[src/rtl/nibble_serial_adder_pkg.sv]
// Shared definitions for the nibble-serial adder.
//   state_t     : controller states (IDLE, ADD, DONE)
//   NIBBLE_W    : width of the carry look-ahead slice
//   nibbles_of  : number of ADD cycles needed for a given operand width
package adder_pkg;

  typedef enum logic [1:0] {
    IDLE = 2'd0,
    ADD  = 2'd1,
    DONE = 2'd2
  } state_t;

  localparam int NIBBLE_W = 4;

  function automatic int nibbles_of(input int width);
    return width / NIBBLE_W;
  endfunction

endpackage

[src/rtl/nibble_serial_adder_if.sv]
// Operand / result bus of the nibble-serial adder.
//   Operand side : in_valid, in_ready, A, B, Cin
//   Result side  : out_valid, out_ready, Sum, Carry_Out
//   Status       : busy (high while an operation is in flight or waiting)
//
// Handshake rule, both sides: a transfer happens on a rising clock edge where
// valid and ready are both high. The producer holds its payload stable while
// valid is high and ready is low; valid never depends combinationally on ready.
//
// Modports: slave = the adder itself, master = whatever drives operands and
// consumes results.
interface nibble_serial_adder_if #(
  parameter int WIDTH = 16
);
  logic             in_valid;
  logic             in_ready;
  logic [WIDTH-1:0] A;
  logic [WIDTH-1:0] B;
  logic             Cin;
  logic             out_valid;
  logic             out_ready;
  logic [WIDTH-1:0] Sum;
  logic             Carry_Out;
  logic             busy;

  modport slave (
    input  in_valid, A, B, Cin, out_ready,
    output in_ready, out_valid, Sum, Carry_Out, busy
  );

  modport master (
    output in_valid, A, B, Cin, out_ready,
    input  in_ready, out_valid, Sum, Carry_Out, busy
  );
endinterface

[src/rtl/nibble_serial_adder_cla4_slice.sv]
// Purely combinational 4-bit carry look-ahead adder.
//   a, b : nibble operands
//   cin  : carry in
//   s    : nibble sum
//   c4   : carry out
// Every carry is written in flattened generate/propagate form so none of them
// waits on a lower carry.
module cla4_slice (
  input  logic [3:0] a,
  input  logic [3:0] b,
  input  logic       cin,
  output logic [3:0] s,
  output logic       c4
);
  logic [3:0] g;
  logic [3:0] p;
  logic       c1, c2, c3;

  assign g = a & b;
  assign p = a ^ b;

  assign c1 = g[0] | (p[0] & cin);
  assign c2 = g[1] | (p[1] & g[0]) | (p[1] & p[0] & cin);
  assign c3 = g[2] | (p[2] & g[1]) | (p[2] & p[1] & g[0])
            | (p[2] & p[1] & p[0] & cin);
  assign c4 = g[3] | (p[3] & g[2]) | (p[3] & p[2] & g[1])
            | (p[3] & p[2] & p[1] & g[0]) | (p[3] & p[2] & p[1] & p[0] & cin);

  assign s = p ^ {c3, c2, c1, cin};
endmodule

[src/rtl/nibble_serial_adder.sv]
// Multi-cycle WIDTH-bit adder: one nibble per clock through a single 4-bit
// carry look-ahead slice, carry registered between nibbles.
//   clk, rst  : clock, asynchronous active-high reset
//   bus       : operand/result handshake bus (slave side)
//   state_dbg : current controller state, for observation only
// Latency from accept edge to out_valid is WIDTH/4 cycles; the result is held
// until the consumer takes it.
module nibble_serial_adder
  import adder_pkg::*;
#(
  parameter int WIDTH = 16
) (
  input  logic                 clk,
  input  logic                 rst,
  nibble_serial_adder_if.slave bus,
  output state_t               state_dbg
);
  localparam int NIBBLES = nibbles_of(WIDTH);
  // One extra count value so the counter is at least one bit wide at WIDTH=4.
  localparam int CNT_W = $clog2(NIBBLES + 1);
  localparam logic [CNT_W-1:0] LAST_CNT = CNT_W'(NIBBLES - 1);

  state_t           state_q, state_d;
  logic [WIDTH-1:0] a_q, b_q, sum_q, sum_next;
  logic             carry_q;
  logic [CNT_W-1:0] cnt_q;
  logic [3:0]       slice_s;
  logic             slice_c;
  logic             accept;
  logic             retire;

  cla4_slice u_slice (
    .a   (a_q[NIBBLE_W-1:0]),
    .b   (b_q[NIBBLE_W-1:0]),
    .cin (carry_q),
    .s   (slice_s),
    .c4  (slice_c)
  );

  // While rst is high the flops are held anyway, so accept need not see rst.
  assign accept = (state_q == IDLE) && bus.in_valid;
  assign retire = (state_q == DONE) && bus.out_ready;

  // New nibble enters at the top; after NIBBLES shifts nibble 0 sits at the
  // bottom. Written as shift/or so it also holds when WIDTH == NIBBLE_W.
  assign sum_next = (sum_q >> NIBBLE_W)
                  | (WIDTH'(slice_s) << (WIDTH - NIBBLE_W));

  always_ff @(posedge clk or posedge rst) begin
    if (rst) state_q <= IDLE;
    else     state_q <= state_d;
  end

  always_comb begin
    state_d = state_q;
    case (state_q)
      IDLE:    if (accept) state_d = ADD;
      ADD:     if (cnt_q == LAST_CNT) state_d = DONE;
      DONE:    if (retire) state_d = IDLE;
      default: state_d = IDLE;
    endcase
  end

  always_ff @(posedge clk or posedge rst) begin
    if (rst) begin
      a_q     <= '0;
      b_q     <= '0;
      sum_q   <= '0;
      carry_q <= 1'b0;
      cnt_q   <= '0;
    end else begin
      case (state_q)
        IDLE: begin
          if (accept) begin
            a_q     <= bus.A;
            b_q     <= bus.B;
            carry_q <= bus.Cin;
            cnt_q   <= '0;
          end
        end
        ADD: begin
          a_q     <= a_q >> NIBBLE_W;
          b_q     <= b_q >> NIBBLE_W;
          sum_q   <= sum_next;
          carry_q <= slice_c;
          cnt_q   <= cnt_q + 1'b1;
        end
        default: ;
      endcase
    end
  end

  // All handshake outputs decode registered state only.
  assign bus.in_ready  = (state_q == IDLE) && !rst;
  assign bus.out_valid = (state_q == DONE);
  assign bus.busy      = (state_q != IDLE);
  assign bus.Sum       = sum_q;
  assign bus.Carry_Out = carry_q;
  assign state_dbg     = state_q;
endmodule
[src/flat_wrapper.sv]
// flat-port wrapper written by rule: the top's interface ports become plain ports
module nibble_serial_adder_flat import adder_pkg::*;
#(
  parameter int WIDTH = 16
)
  (clk, rst, state_dbg, bus_in_valid, bus_A, bus_B, bus_Cin, bus_out_ready, bus_in_ready, bus_out_valid, bus_Sum, bus_Carry_Out, bus_busy);
  nibble_serial_adder_if #(.WIDTH(WIDTH)) bus_i ();
  input  logic clk;
  input  logic rst;
  output state_t state_dbg;
  input wire logic [$bits(bus_i.in_valid)-1:0] bus_in_valid;
  input wire logic [$bits(bus_i.A)-1:0] bus_A;
  input wire logic [$bits(bus_i.B)-1:0] bus_B;
  input wire logic [$bits(bus_i.Cin)-1:0] bus_Cin;
  input wire logic [$bits(bus_i.out_ready)-1:0] bus_out_ready;
  output wire logic [$bits(bus_i.in_ready)-1:0] bus_in_ready;
  output wire logic [$bits(bus_i.out_valid)-1:0] bus_out_valid;
  output wire logic [$bits(bus_i.Sum)-1:0] bus_Sum;
  output wire logic [$bits(bus_i.Carry_Out)-1:0] bus_Carry_Out;
  output wire logic [$bits(bus_i.busy)-1:0] bus_busy;
  assign bus_i.in_valid = bus_in_valid;
  assign bus_i.A = bus_A;
  assign bus_i.B = bus_B;
  assign bus_i.Cin = bus_Cin;
  assign bus_i.out_ready = bus_out_ready;
  assign bus_in_ready = bus_i.in_ready;
  assign bus_out_valid = bus_i.out_valid;
  assign bus_Sum = bus_i.Sum;
  assign bus_Carry_Out = bus_i.Carry_Out;
  assign bus_busy = bus_i.busy;
  nibble_serial_adder #(.WIDTH(WIDTH)) u_core (.clk(clk), .rst(rst), .bus(bus_i), .state_dbg(state_dbg));
endmodule
[config.mk]
export PLATFORM = sky130hd
export DESIGN_NAME = nibble_serial_adder_flat
export DESIGN_NICKNAME = d
export VERILOG_FILES = /design/src/rtl/nibble_serial_adder_pkg.sv /design/src/rtl/nibble_serial_adder_if.sv /design/src/rtl/nibble_serial_adder_cla4_slice.sv /design/src/rtl/nibble_serial_adder.sv /design/src/flat_wrapper.sv
export SDC_FILE = /design/constraint.sdc
export NUM_CORES = 1
export LEC_CHECK = 0
export BUFFER_PORTS_ARGS = -buffer_cell sky130_fd_sc_hd__buf_4
export CAP_MARGIN = 20
export CORE_MARGIN = 2
export CORE_UTILIZATION = 40
export DETAILED_ROUTE_END_ITERATION = 7
export MAX_ROUTING_LAYER = met4
export PLACE_DENSITY = 0.6
export REMOVE_ABC_BUFFERS = 1
export SETUP_SLACK_MARGIN = 0.5
export SLEW_MARGIN = 20
export SYNTH_ARGS = -nofsm -noshare
export SYNTH_HDL_FRONTEND = slang
export SYNTH_SLANG_ARGS = --single-unit
[constraint.sdc]
create_clock -name clk -period 2.1 [get_ports clk]
set_input_delay 0.21 -clock clk [delete_from_list [all_inputs] [get_ports clk]]
set_output_delay 0.21 -clock clk [all_outputs]
set_load 0.005 [all_outputs]
=== Word level (Yosys, flattened, before mapping) ===
Index checks and enable logic that the tools add are counted.
Widths: inputs -> output; s select.

* Flip-flop bits (word level): 54
* Bits of input ports: 37
* Output and inout port bits: 22

* Add/subtract/negate cells: 1
* Equal/unequal tests: 6
* Mux-type cells: 12
* Bitwise operators: 30
* Reduce and logical (&&, ||, !) cells: 9

{| class="wikitable"
|+ Operator list
! operator !! number
|-
| $pmux 16 s2 || 2
|-
| $mux 16 || 2
|-
| $and 1x1->1 || 16
|-
| $or 12x16->16 || 1
|-
| $or 1x1->1 || 10
|-
| $xor 4x4->4 || 2
|-
| $mux 2 || 3
|-
| $ne 2x1->1 const B || 3
|-
| $pmux 2 s3 || 1
|-
| $pmux 3 s2 || 1
|-
| $and 4x4->4 || 1
|-
| $reduce_bool 2->1 || 2
|-
| $add 3x1->3 const B || 1
|-
| $eq 3x2->1 const B || 1
|-
| $logic_and 1x1->1 || 3
|-
| $mux 3 || 1
|-
| $reduce_and 3->1 || 1
|-
| $eq 2x1->1 const B || 1
|-
| $eq 2x2->1 const B || 1
|-
| $logic_not 2->1 || 1
|-
| $pmux 1 s2 || 1
|-
| $reduce_and 2->1 || 1
|-
| $logic_not 1->1 || 1
|-
| $mux 1 || 1
|}

=== Longest topological paths before layout ===
Gate-level depths: netlist of run 1.

* Word-level depth: 7
* Gate-level depth with buffers: 6

=== Hierarchy ===
From an unflattened synthesis of run 1, not the netlist that was laid out.

* Cells, all modules: 231
* Area total of the unflattened synthesis: 2616.3 um^2

{| class="wikitable"
|+ Modules (own cells, without submodules)
! module !! instances !! cells an instance !! area each (um^2) !! seq. area each (um^2)
|-
| nibble_serial_adder || 1 || 214 || 2468.6 || 1351.3
|-
| cla4_slice || 1 || 17 || 147.6 || 0.0
|}

=== Worst setup path before layout of run 1 ===
OpenSTA, ideal clock, no wires.

* Path type: reg-to-reg
* From: register u_core.b_q[0]
* To: register u_core.sum_q[15], in the netlist u_core.bus.Sum[15]
* Setup time: 0.120 ns
* Data arrival time: 1.268 ns
* Path slack: 0.712 ns
* Stages on the path, launching flop included: 5
* Buffers on the path: 0
* Cells stage by stage: dfrtp_1 ha_1 a211oi_1 o21ai_0 a31o_2

* Word-level cells in the longest chain between the ends: 6

{| class="wikitable"
|+ RTL lines
! element !! line !! text
|-
| start: declaration || nibble_serial_adder.sv:24 || <nowiki>logic [WIDTH-1:0] a_q, b_q, sum_q, sum_next;</nowiki>
|-
| start signal: assignment || nibble_serial_adder.sv:76 || <nowiki>b_q <= bus.B;</nowiki>
|-
| start signal: assignment || nibble_serial_adder.sv:83 || <nowiki>b_q <= b_q >> NIBBLE_W;</nowiki>
|-
| $and 4x4->4 or $xor 4x4->4 (tied branches) || nibble_serial_adder_cla4_slice.sv:19, nibble_serial_adder_cla4_slice.sv:20 ||
|-
| $and 1x1->1 (on tied branches) || nibble_serial_adder_cla4_slice.sv:24, nibble_serial_adder_cla4_slice.sv:25 ||
|-
| $or 1x1->1 or $and 1x1->1 (tied branches) || nibble_serial_adder_cla4_slice.sv:24, nibble_serial_adder_cla4_slice.sv:25 ||
|-
| $or 1x1->1 * || nibble_serial_adder_cla4_slice.sv:25 || <nowiki>| (p[2] & p[1] & p[0] & cin);</nowiki>
|-
| $xor 4x4->4 * || nibble_serial_adder_cla4_slice.sv:29 || <nowiki>assign s = p ^ {c3, c2, c1, cin};</nowiki>
|-
| $or 12x16->16 * || nibble_serial_adder.sv:47 || <nowiki>| (WIDTH'(slice_s) << (WIDTH - NIBBLE_W));</nowiki>
|-
| end signal: assignment || nibble_serial_adder.sv:84 || <nowiki>sum_q <= sum_next;</nowiki>
|-
| end: declaration || nibble_serial_adder.sv:24 ||
|}

Mark *: on every way between the ends. The rest lies on a longest branch, timed or not.
A chain may end at the register's enable or synchronous reset.

=== Worst setup path in the final report of run 1 ===
* From: register u_core.state_q[0], in the netlist u_core.state_dbg[0]
* To: output bus_in_ready

* Word-level cells in the longest chain between the ends: 2

{| class="wikitable"
|+ RTL lines
! element !! line !! text
|-
| start: declaration || nibble_serial_adder.sv:23 || <nowiki>state_t state_q, state_d;</nowiki>
|-
| start signal: assignment || nibble_serial_adder.sv:51 || <nowiki>else state_q <= state_d;</nowiki>
|-
| $logic_not 2->1 || nibble_serial_adder.sv:94 || <nowiki>assign bus.in_ready = (state_q == IDLE) && !rst;</nowiki>
|-
| $logic_and 1x1->1 || nibble_serial_adder.sv:94 ||
|-
| end: declaration || flat_wrapper.sv:16 || <nowiki>output wire logic [$bits(bus_i.in_ready)-1:0] bus_in_ready;</nowiki>
|}

No other way between the ends.

==> impl_metrics.json, run 1 <==
{
  "status": "finished with violations",
  "violations": "hold timing",
  "wl_mm": 4.902,
  "crit_path_start_kind": "flop",
  "first_iter_violations": 101,
  "hold_viol": 27,
  "drc": 0,
  "htree_levels": 2,
  "ys_types": 32,
  "synthFlopType": "dfrtp_1",
  "setup_ws_ns": 0.5830,
  "num_rows": 28,
  "yosysWarnings": 0,
  "grt_pass1_vias": 1763,
  "first_pass_iters": 4,
  "initial_utilization": 0.4159,
  "critPathArrivalTime_ns": 1.31,
  "period_needed_ns": 1.517,
  "synth-seq-cells": 54,
  "use_met3": 0.03043,
  "grt_use_total": 0.1565,
  "drv_cap": 0,
  "die_area_um2": 6800,
  "fp.dieW_um": 82.46,
  "grt_pass1_wl_mm": 7.900,
  "dp_slack_ns": 0.4016,
  "yosysTopAreaCellShare": 0.5488,
  "fmax_ghz": 0.6592,
  "port_buffers": 58,
  "critPathKind": "flop to output port",
  "hold_slack_ns": -0.02060,
  "cpPeakStageDelay_ns": 0.41,
  "synthToLayoutAreaGrowth_pct": 27.85,
  "power_density_nw_per_um2": 1488,
  "ant_nets": 0,
  "ir_drop_v": 0.0007175,
  "clk_pin_slew_ns": 0.09,
  "wl_per_cell_um": 12.93,
  "drive_gt1_frac": 0.2862,
  "grt.busiest_layer": "met2",
  "drv_slew": 0,
  "cts_buffer_depth": 2,
  "dieHeight_um": 82.46,
  "path_max_fanout": 5,
  "place_inst": 363,
  "synth_edf_count": 0,
  "combPwrFrac": 0.477,
  "vias": 1824,
  "synth-async-reset-ratio": 1.000,
  "p_seq_frac": 0.381,
  "numClockSinks": 54,
  "grt_max_degree": 44,
  "worst_slew_pin_slew_ns": 0.6170,
  "num_antenna_cells": 0,
  "clkPwrFrac": 0.143,
  "cts_made_buffers": 5,
  "gp_congestion": 0.7336,
  "ios": 59,
  "path_cells": "buf_6 -> or2_4 -> nor2_1 -> buf_4",
  "period_share": 0.7224,
  "setup_viol_count_final": 0,
  "relSlewSlack": 0.5881,
  "instances_no_fill": 379,
  "syn_area_um2": 2462,
  "nFillCells": 580,
  "ys_seq_area_frac": 0.5488,
  "p_sw_uw": 1729,
  "p_leak_uw": 0.001576,
  "synth.most_common_cell": "nand2_1",
  "core_area_um2": 5921,
  "synthTopCellsByCount": "nand2_1, dfrtp_1, o21ai_0, mux2i_1, a22o_1",
  "min_path_type": "primary input to asynchronous set/reset pin",
  "syn_inst": 239,
  "p_sw_frac": 0.3692,
  "critPathCaptureType": "output port",
  "finalNetCount": 347,
  "grt_util_met1": 0.1964,
  "p_int_uw": 2954,
  "routed_via_density": 4.813,
  "crit_slowest_cell": "dfrtp_1",
  "grt-ovfl-total": 0,
  "critPathRequiredTime_ns": 1.89,
  "synth_area_leaders": "dfrtp_1, nand2_1, mux2i_1",
  "avgSynthCellArea_um2": 10.30,
  "rsz0062_at_grt": "no",
  "antenna_found_initial": 0,
  "hold_buffers": 0,
  "synth_largest_area_cell": "dfrtp_1",
  "clock_latency_ns": 0.31,
  "tritoncts": "done",
  "fin_skew_ns": 0.006917,
  "grt_use_met2": 0.2532,
  "cts-root-buf": "clkbuf_8",
  "setup_tns_ns": 0,
  "dpl.hpwl_mm": 3.344
}
timing repair:
| item | in CTS | in global routing |
|---|---|---|
| setup endpoints to repair | 10 | 10 |
| resized for setup | 1 | 3 |
| cloned | 0 | 1 |
| pin swaps | 0 | 1 |
| buffers inserted | 1 | 6 |
kinds of logic (layout without fill, tap and decap cells):
logic type,after synthesis,count (layout),share of synthesized area
buf+inv,22,87,0.05437
fa+ha+maj,7,7,0.03862
compound gates,54,54,0.1347
xor+xnor,1,1,0.003558
mux,21,21,0.08537
simple gates,80,80,0.1347
flops,54,54,0.5488
stage by stage:
stage                     power (µW)  area, µm²  utilization
after CTS                       4608       3090       0.5220
after floorplan                 3092       2355            -
after detailed placement        3912       2968       0.5013
after global placement          3847       2968       0.5013
final                           4683       3148       0.5317
after global routing            5088       3148       0.5317
power groups by stage:
stage,logic [µW],registers [µW],clock network (µW)
global route,2520,1840,726
finish,2230,1780,668
global placement,2060,1790,0
floorplan,1330,1760,0
CTS,2150,1780,681
detailed placement,2110,1800,0
final cells by class:
cell class / instances / area, µm² / share of cell area
clock buffer: 8 / 110.1 / 0.03498
inverter: 7 / 26.28 / 0.008347
multi-input combinational: 163 / 998.5 / 0.3172
sequential: 54 / 1353 / 0.4297
tap: 75 / 93.84 / 0.02981
timing repair buffer: 72 / 566.8 / 0.1800
state kept, by name, indices dropped and copies added (netlist names):
signal,cells
u_core.bus.Sum,16
u_core.a_q,16
u_core.cnt_q,3
u_core.bus.Carry_Out,1
u_core.state_dbg,2
u_core.b_q,16
worst paths after layout:
kind / startpoint / to / slack (ns) / cells after the start
setup / recovery: u_core.state_dbg[0] / bus_in_ready / 0.58 / 4
min in group clk: bus_A[15] / u_core.a_q[15] / 0.11 / 2
hold reg to reg: u_core.bus.Sum[2] / u_core.bus.Sum[2] / 0.48 / 2
hold / removal: rst / u_core.a_q[13] / -0.02 / 2
max in group asynchronous: rst / u_core.b_q[12] / 1.56 / 3
setup reg to reg: u_core.b_q[0] / u_core.bus.Carry_Out / 0.61 / 4
placed cells by master (no fill, tap or decap), types with 2 or more instances in the layout:
cell type  synthesis  final
nand2_1           66     66
buf_4              6     68
clkbuf_8           0      8
inv_1              7      6
buf_12             1      2
a22oi_1            2      2
mux2i_1           21     21
o21ai_0           33     33
ha_1               6      6
nor2_1             3      3
a21oi_1            3      3
nor2b_1            2      2
dfrtp_1           54     53
and2b_1            2      2
a22o_1             9      9
per-layer routing:
metal | vias to the layer above | routed length, µm
met5 | - | 0
met4 | 0 | 64
met3 | 9 | 237
met2 | 40 | 2233
met1 | 844 | 2367
li1 | 931 | -
worst max-delay path, delay by kind of cell (launching register included):
family                 cells  cell delay [ns]
buffers and inverters      2             0.26
flip-flops                 1             0.41
AND/OR/NAND/NOR            2             0.32
(Power assumes the default switching activity.)
==> run 2, diff against run 1 <==
--- a/config.mk
+++ b/config.mk
@@ -11,7 +11,7 @@
 export CORE_UTILIZATION = 40
 export DETAILED_ROUTE_END_ITERATION = 7
 export MAX_ROUTING_LAYER = met4
-export PLACE_DENSITY = 0.6
+export PLACE_DENSITY = 0.62
 export REMOVE_ABC_BUFFERS = 1
 export SETUP_SLACK_MARGIN = 0.5
 export SLEW_MARGIN = 20
==> constraint.sdc (replaced) <==
create_clock -name clk -period 1.35 [get_ports clk]
set_input_delay 0.135 -clock clk [delete_from_list [all_inputs] [get_ports clk]]
set_output_delay 0.135 -clock clk [all_outputs]
set_load 0.005 [all_outputs]
==> impl_metrics.json, run 2 (synthesis results as in run 1) <==
{
  "status": "finished with violations",
  "violations": "setup timing",
  "p_total_uw": 9923,
  "layout_commonest_cell": "buf_4",
  "wl_per_cell_um": 14.59,
  "min_path_cells": 2,
  "hold_viol": 0,
  "rsz0062_at_grt": "yes",
  "crit_path_start_kind": "flop",
  "fmax_ghz": 0.6940,
  "htree_levels": 2,
  "first_iter_violations": 112,
  "antenna_found_initial": 0,
  "drv_slew": 0,
  "place_inst": 376,
  "drv_cap": 0,
  "drive_gt1_frac": 0.4589,
  "cts_buffer_depth": 2,
  "hold_end": "u_core.b_q[13]",
  "setup_ws_ns": -0.09098,
  "rr_worst_depth": 6,
  "relSlewSlack": 0.8004,
  "wl_mm": 6.245,
  "period_share": 1.067,
  "p_leak_uw": 0.001937,
  "routed_via_density": 4.958,
  "critPathCaptureType": "flop",
  "fp.dieW_um": 82.46,
  "vias": 2122,
  "ir_drop_v": 0.001345,
  "ios": 59,
  "hp-start": "bus_B[13]",
  "clock_latency_ns": 0.31,
  "core_area_um2": 5921,
  "gp_congestion": 0.8115,
  "ant_nets": 0,
  "critPathKind": "flop to flop",
  "tritoncts": "done",
  "die_area_um2": 6800,
  "fin_skew_ns": 0.009715,
  "drc": 0,
  "initial_utilization": 0.4159,
  "port_buffers": 58,
  "grt_pass1_wl_mm": 9.660,
  "layout_common_cells": "buf_4, nand2_1, dfrtp_1, buf_6, o21ai_1",
  "cts-root-buf": "clkbuf_8",
  "worst_slew_pin_slew_ns": 0.2994,
  "critPathMostFrequentCell": "buf_6",
  "path_max_fanout": 5,
  "grt-ovfl-total": 0,
  "numClockSinks": 54,
  "setup_viol_count_final": 22,
  "first_pass_iters": 4,
  "critPathRequiredTime_ns": 1.55,
  "grt_pass1_vias": 2058,
  "synthToLayoutAreaGrowth_pct": 59.40,
  "instances_no_fill": 428,
  "grt_use_total": 0.1944,
  "grt_max_degree": 55,
  "r2r_end": "u_core.a_q[14]",
  "period_needed_ns": 1.441,
  "cts_made_buffers": 5,
  "reg2reg_from": "u_core.state_dbg[1]",
  "finalNetCount": 396,
  "clk_pin_slew_ns": 0.10,
  "hold_slack_ns": 0.03982,
  "final_core_util": 0.6629,
  "min_path_type": "primary input to flop",
  "dpl.hpwl_mm": 3.612,
  "dieHeight_um": 82.46,
  "rrSetupSlack_ns": -0.09,
  "num_rows": 28,
  "crit_slowest_cell": "dfrtp_1",
  "power_density_nw_per_um2": 2528,
  "path_cells": "buf_6 -> buf_6 -> buf_6 -> o21bai_4 -> buf_4 -> a22o_1",
  "cpPeakStageDelay_ns": 0.42,
  "num_antenna_cells": 0,
  "critPathArrivalTime_ns": 1.64
}
-- run 2: what timing repair did --
action	CTS	global route
pin swaps	21	10
resized for setup	101	27
hold endpoints to repair	54	0
endpoints found under the setup margin	76	76
gates cloned	6	2
buffers inserted	24	11
hold buffers	1	0
-- run 2: report_power, final --
part           total (µW)  internal [µW]  switching (µW)
Clock                 924            415             509
Combinational        6180           3630            2550
Sequential           2820           2330             497
-- run 2: routing by layer --
metal / up-vias / part of all wire / GRT usage
li1: 1034 / - / -
met1: 1034 / 0.42 / 0.2312
met2: 44 / 0.53 / 0.3379
met3: 10 / 0.032 / 0.03478
met4: 0 / 0.014 / 0.05500
met5: - / 0 / -
-- run 2: layout make-up --
type / instances / area [µm²]
flip-flops and latches: 54 / 1351
repair buffers: 120 / 1201
inverters: 7 / 28.78
well taps: 75 / 93.84
fillers: 458 / 1996
clock inverters: 1 / 5.005
multi-input cells: 164 / 1159
clock buffers: 7 / 86.33
-- run 2: critical path, delay by kind of cell, from the launching register on --
| kind | cells | cell delay [ns] |
|---|---|---|
| flip-flops | 1 | 0.42 |
| buffers and inverters | 4 | 0.51 |
| AO/OA/AOI/OAI | 2 | 0.39 |
-- run 2: worst max path at each step --
stage | cells past startpoint | startpoint | slack, ns | end
2_1_floorplan | 2 | u_core.state_dbg[0] | -1.58 | u_core.bus.Carry_Out
3_3_place_gp | 4 | u_core.b_q[0] | -0.07 | u_core.bus.Sum[15]
3_5_place_dp | 4 | u_core.b_q[0] | -0.11 | u_core.bus.Sum[15]
4_1_cts | 4 | u_core.state_dbg[0] | -0.09 | bus_in_ready
5_1_grt | 6 | u_core.state_dbg[1] | -0.12 | u_core.b_q[15]
6_report | 6 | u_core.state_dbg[1] | -0.09 | u_core.a_q[14]
-- run 2: per-stage QoR --
stage | setup slack, ns | area [µm²] | setup TNS, ns
floorplan | -1.580 | 2355 | -64.35
global placement | -0.07341 | 3065 | -0.2284
detailed placement | -0.1111 | 3065 | -0.5186
CTS | -0.09417 | 3721 | -0.6395
global route | -0.1228 | 3925 | -2.463
finish | -0.09098 | 3925 | -0.9894
==> run 3, diff against run 2 <==
--- a/config.mk
+++ b/config.mk
@@ -12,7 +12,6 @@
 export DETAILED_ROUTE_END_ITERATION = 7
 export MAX_ROUTING_LAYER = met4
 export PLACE_DENSITY = 0.62
-export REMOVE_ABC_BUFFERS = 1
 export SETUP_SLACK_MARGIN = 0.5
 export SLEW_MARGIN = 20
 export SYNTH_ARGS = -nofsm -noshare
==> impl_metrics.json, run 3 (synthesis results as in run 1) <==
{
  "path_max_fanout": 5,
  "cpPeakStageDelay_ns": 0.43,
  "ios": 59,
  "gp_congestion": 0.7478,
  "first_iter_violations": 79,
  "numClockSinks": 54,
  "fp.dieW_um": 82.46,
  "crit_path_start": "u_core.state_dbg[0]",
  "dpl.hpwl_mm": 3.614,
  "period_needed_ns": 1.421,
  "port_buffers": 58,
  "ant_nets": 0,
  "rr_worst_depth": 4,
  "grt.busiest_layer": "met2",
  "critPathKind": "flop to output port",
  "tritoncts": "done",
  "p_sw_uw": 3811,
  "num_antenna_cells": 0,
  "hold_slack_ns": 0.03619,
  "grt_pass1_wl_mm": 9.473,
  "use_met3": 0.03696,
  "dp_slack_ns": -0.01107,
  "fmax_ghz": 0.7038,
  "wl_mm": 6.416,
  "drive_gt1_frac": 0.5304,
  "drv_slew": 0,
  "crit_path_start_kind": "flop",
  "cpLargestDelayFamily": "flip-flops",
  "status": "finished with violations",
  "core_area_um2": 5921,
  "min_path_type": "primary input to flop",
  "violations": "setup timing",
  "syn_nets": 283,
  "power_density_nw_per_um2": 2632,
  "crit_end": "bus_in_ready",
  "first_pass_iters": 4,
  "die_area_um2": 6800,
  "rsz0062_at_grt": "yes",
  "grt_use_met2": 0.3379,
  "cp_num_buf_inv": 2,
  "setup_viol_count_final": 4,
  "cts-root-buf": "clkbuf_8",
  "clkPwrFrac": 0.101,
  "worst_slew_pin_slew_ns": 0.2911,
  "relSlewSlack": 0.8054,
  "p_seq_frac": 0.273,
  "routed_via_density": 4.938,
  "rrSetupSlack_ns": -0.05,
  "drc": 0,
  "clk_pin_slew_ns": 0.10,
  "reg2reg_from": "u_core.a_q[2]",
  "crit_slowest_cell": "dfrtp_2",
  "wl_per_cell_um": 15.28,
  "grt_util_met1": 0.2238,
  "finalNetCount": 388,
  "period_share": 1.053,
  "ir_drop_v": 0.001425,
  "r2r_end": "u_core.bus.Carry_Out",
  "num_rows": 28,
  "fin_skew_ns": 0.008562,
  "antenna_found_initial": 0,
  "grt_pass1_vias": 2037,
  "hold_viol": 0,
  "layout_commonest_cell": "buf_4",
  "htree_levels": 2,
  "clock_latency_ns": 0.30,
  "crit_cells": 4,
  "cts_made_buffers": 5,
  "initial_utilization": 0.4159,
  "final_core_util": 0.6824,
  "grt_max_degree": 55,
  "path_cells": "buf_6 -> or2_4 -> nor2_2 -> buf_4",
  "p_int_uw": 6823,
  "grt_use_total": 0.1916,
  "min_path_cells": 2,
  "layout_common_cells": "buf_4, dfrtp_1, nand2_1, buf_6",
  "p_sw_frac": 0.3583,
  "setup_ws_ns": -0.07088,
  "dieHeight_um": 82.46,
  "p_leak_uw": 0.001935,
  "setup_tns_ns": -0.1826,
  "cts_buffer_depth": 2,
  "critPathArrivalTime_ns": 1.29,
  "critPathRequiredTime_ns": 1.22,
  "combPwrFrac": 0.626,
  "grt-ovfl-total": 0,
  "p_total_uw": 10630,
  "critPathCaptureType": "output port",
  "synthToLayoutAreaGrowth_pct": 64.07,
  "drv_cap": 0,
  "vias": 2074
}
run 3: changes by cell type in the layout (fill, tap and decap cells not counted), moves of 4 or more:
cell     change
o21ai_1      -4
dfrtp_2      +4
nand2_1     -17
nand2_2     +14
buf_4        -7
dfrtp_1      -4
run 3: repair_timing:
item / 4_1_cts / 5_1_grt
pin swaps: 5 / 43
cloned: 5 / 5
hold buffers: 1 / 0
endpoints found under the setup margin: 76 / 76
setup buffers: 25 / 8
resized for setup: 54 / 64
hold endpoints to repair: 54 / 0
run 3: power groups by stage:
| stage | combinational (µW) | sequential (µW) | clock (µW) |
|---|---|---|---|
| floorplan | 2710 | 2790 | 0 |
| detailed placement | 3770 | 2900 | 0 |
| CTS | 5460 | 2840 | 1100 |
| finish | 6660 | 2900 | 1070 |
| global route | 7200 | 2980 | 1160 |
| global placement | 3660 | 2860 | 0 |
run 3: worst min path at each step:
stage               from             end  slack (ns)
2_1_floorplan        rst   u_core.a_q[0]        0.20
3_3_place_gp         rst  u_core.a_q[14]        0.25
3_5_place_dp         rst  u_core.a_q[14]        0.26
4_1_cts        bus_B[13]  u_core.b_q[13]        0.03
5_1_grt        bus_A[14]  u_core.a_q[14]        0.03
6_report       bus_B[13]  u_core.b_q[13]        0.04
run 3: area by class of cell:
| class | instances | area, µm² |
|---|---|---|
| Tap cell | 75 | 93.84 |
| Multi-Input combinational cell | 164 | 1256 |
| Timing Repair Buffer | 112 | 1197 |
| Inverter | 7 | 30.03 |
| Clock buffer | 7 | 76.32 |
| Clock inverter | 1 | 30.03 |
| Fill cell | 465 | 1881 |
| Sequential cell | 54 | 1356 |
run 3: metrics by stage:
stage               cells  cell area [µm²]
floorplan             239             2585
global placement      368             3120
finish                420             4040
global route          420             4040
CTS                   407             3715
detailed placement    368             3120
run 3: per-layer routing:
layer	wire, µm	share of wire	vias up
met1	2661	0.41	1002
met5	0	0	-
li1	-	-	1015
met3	234	0.036	7
met2	3452	0.54	50
met4	67	0.010	0
run 3: worst reg2reg max path, delay by kind of cell, from the launching register on:
family                   cells  cell delay [ns]
flip-flops                   1             0.44
AO/OA/AOI/OAI                2             0.45
adder cells (fa/ha/maj)      1             0.31
AND/OR/NAND/NOR              1             0.09
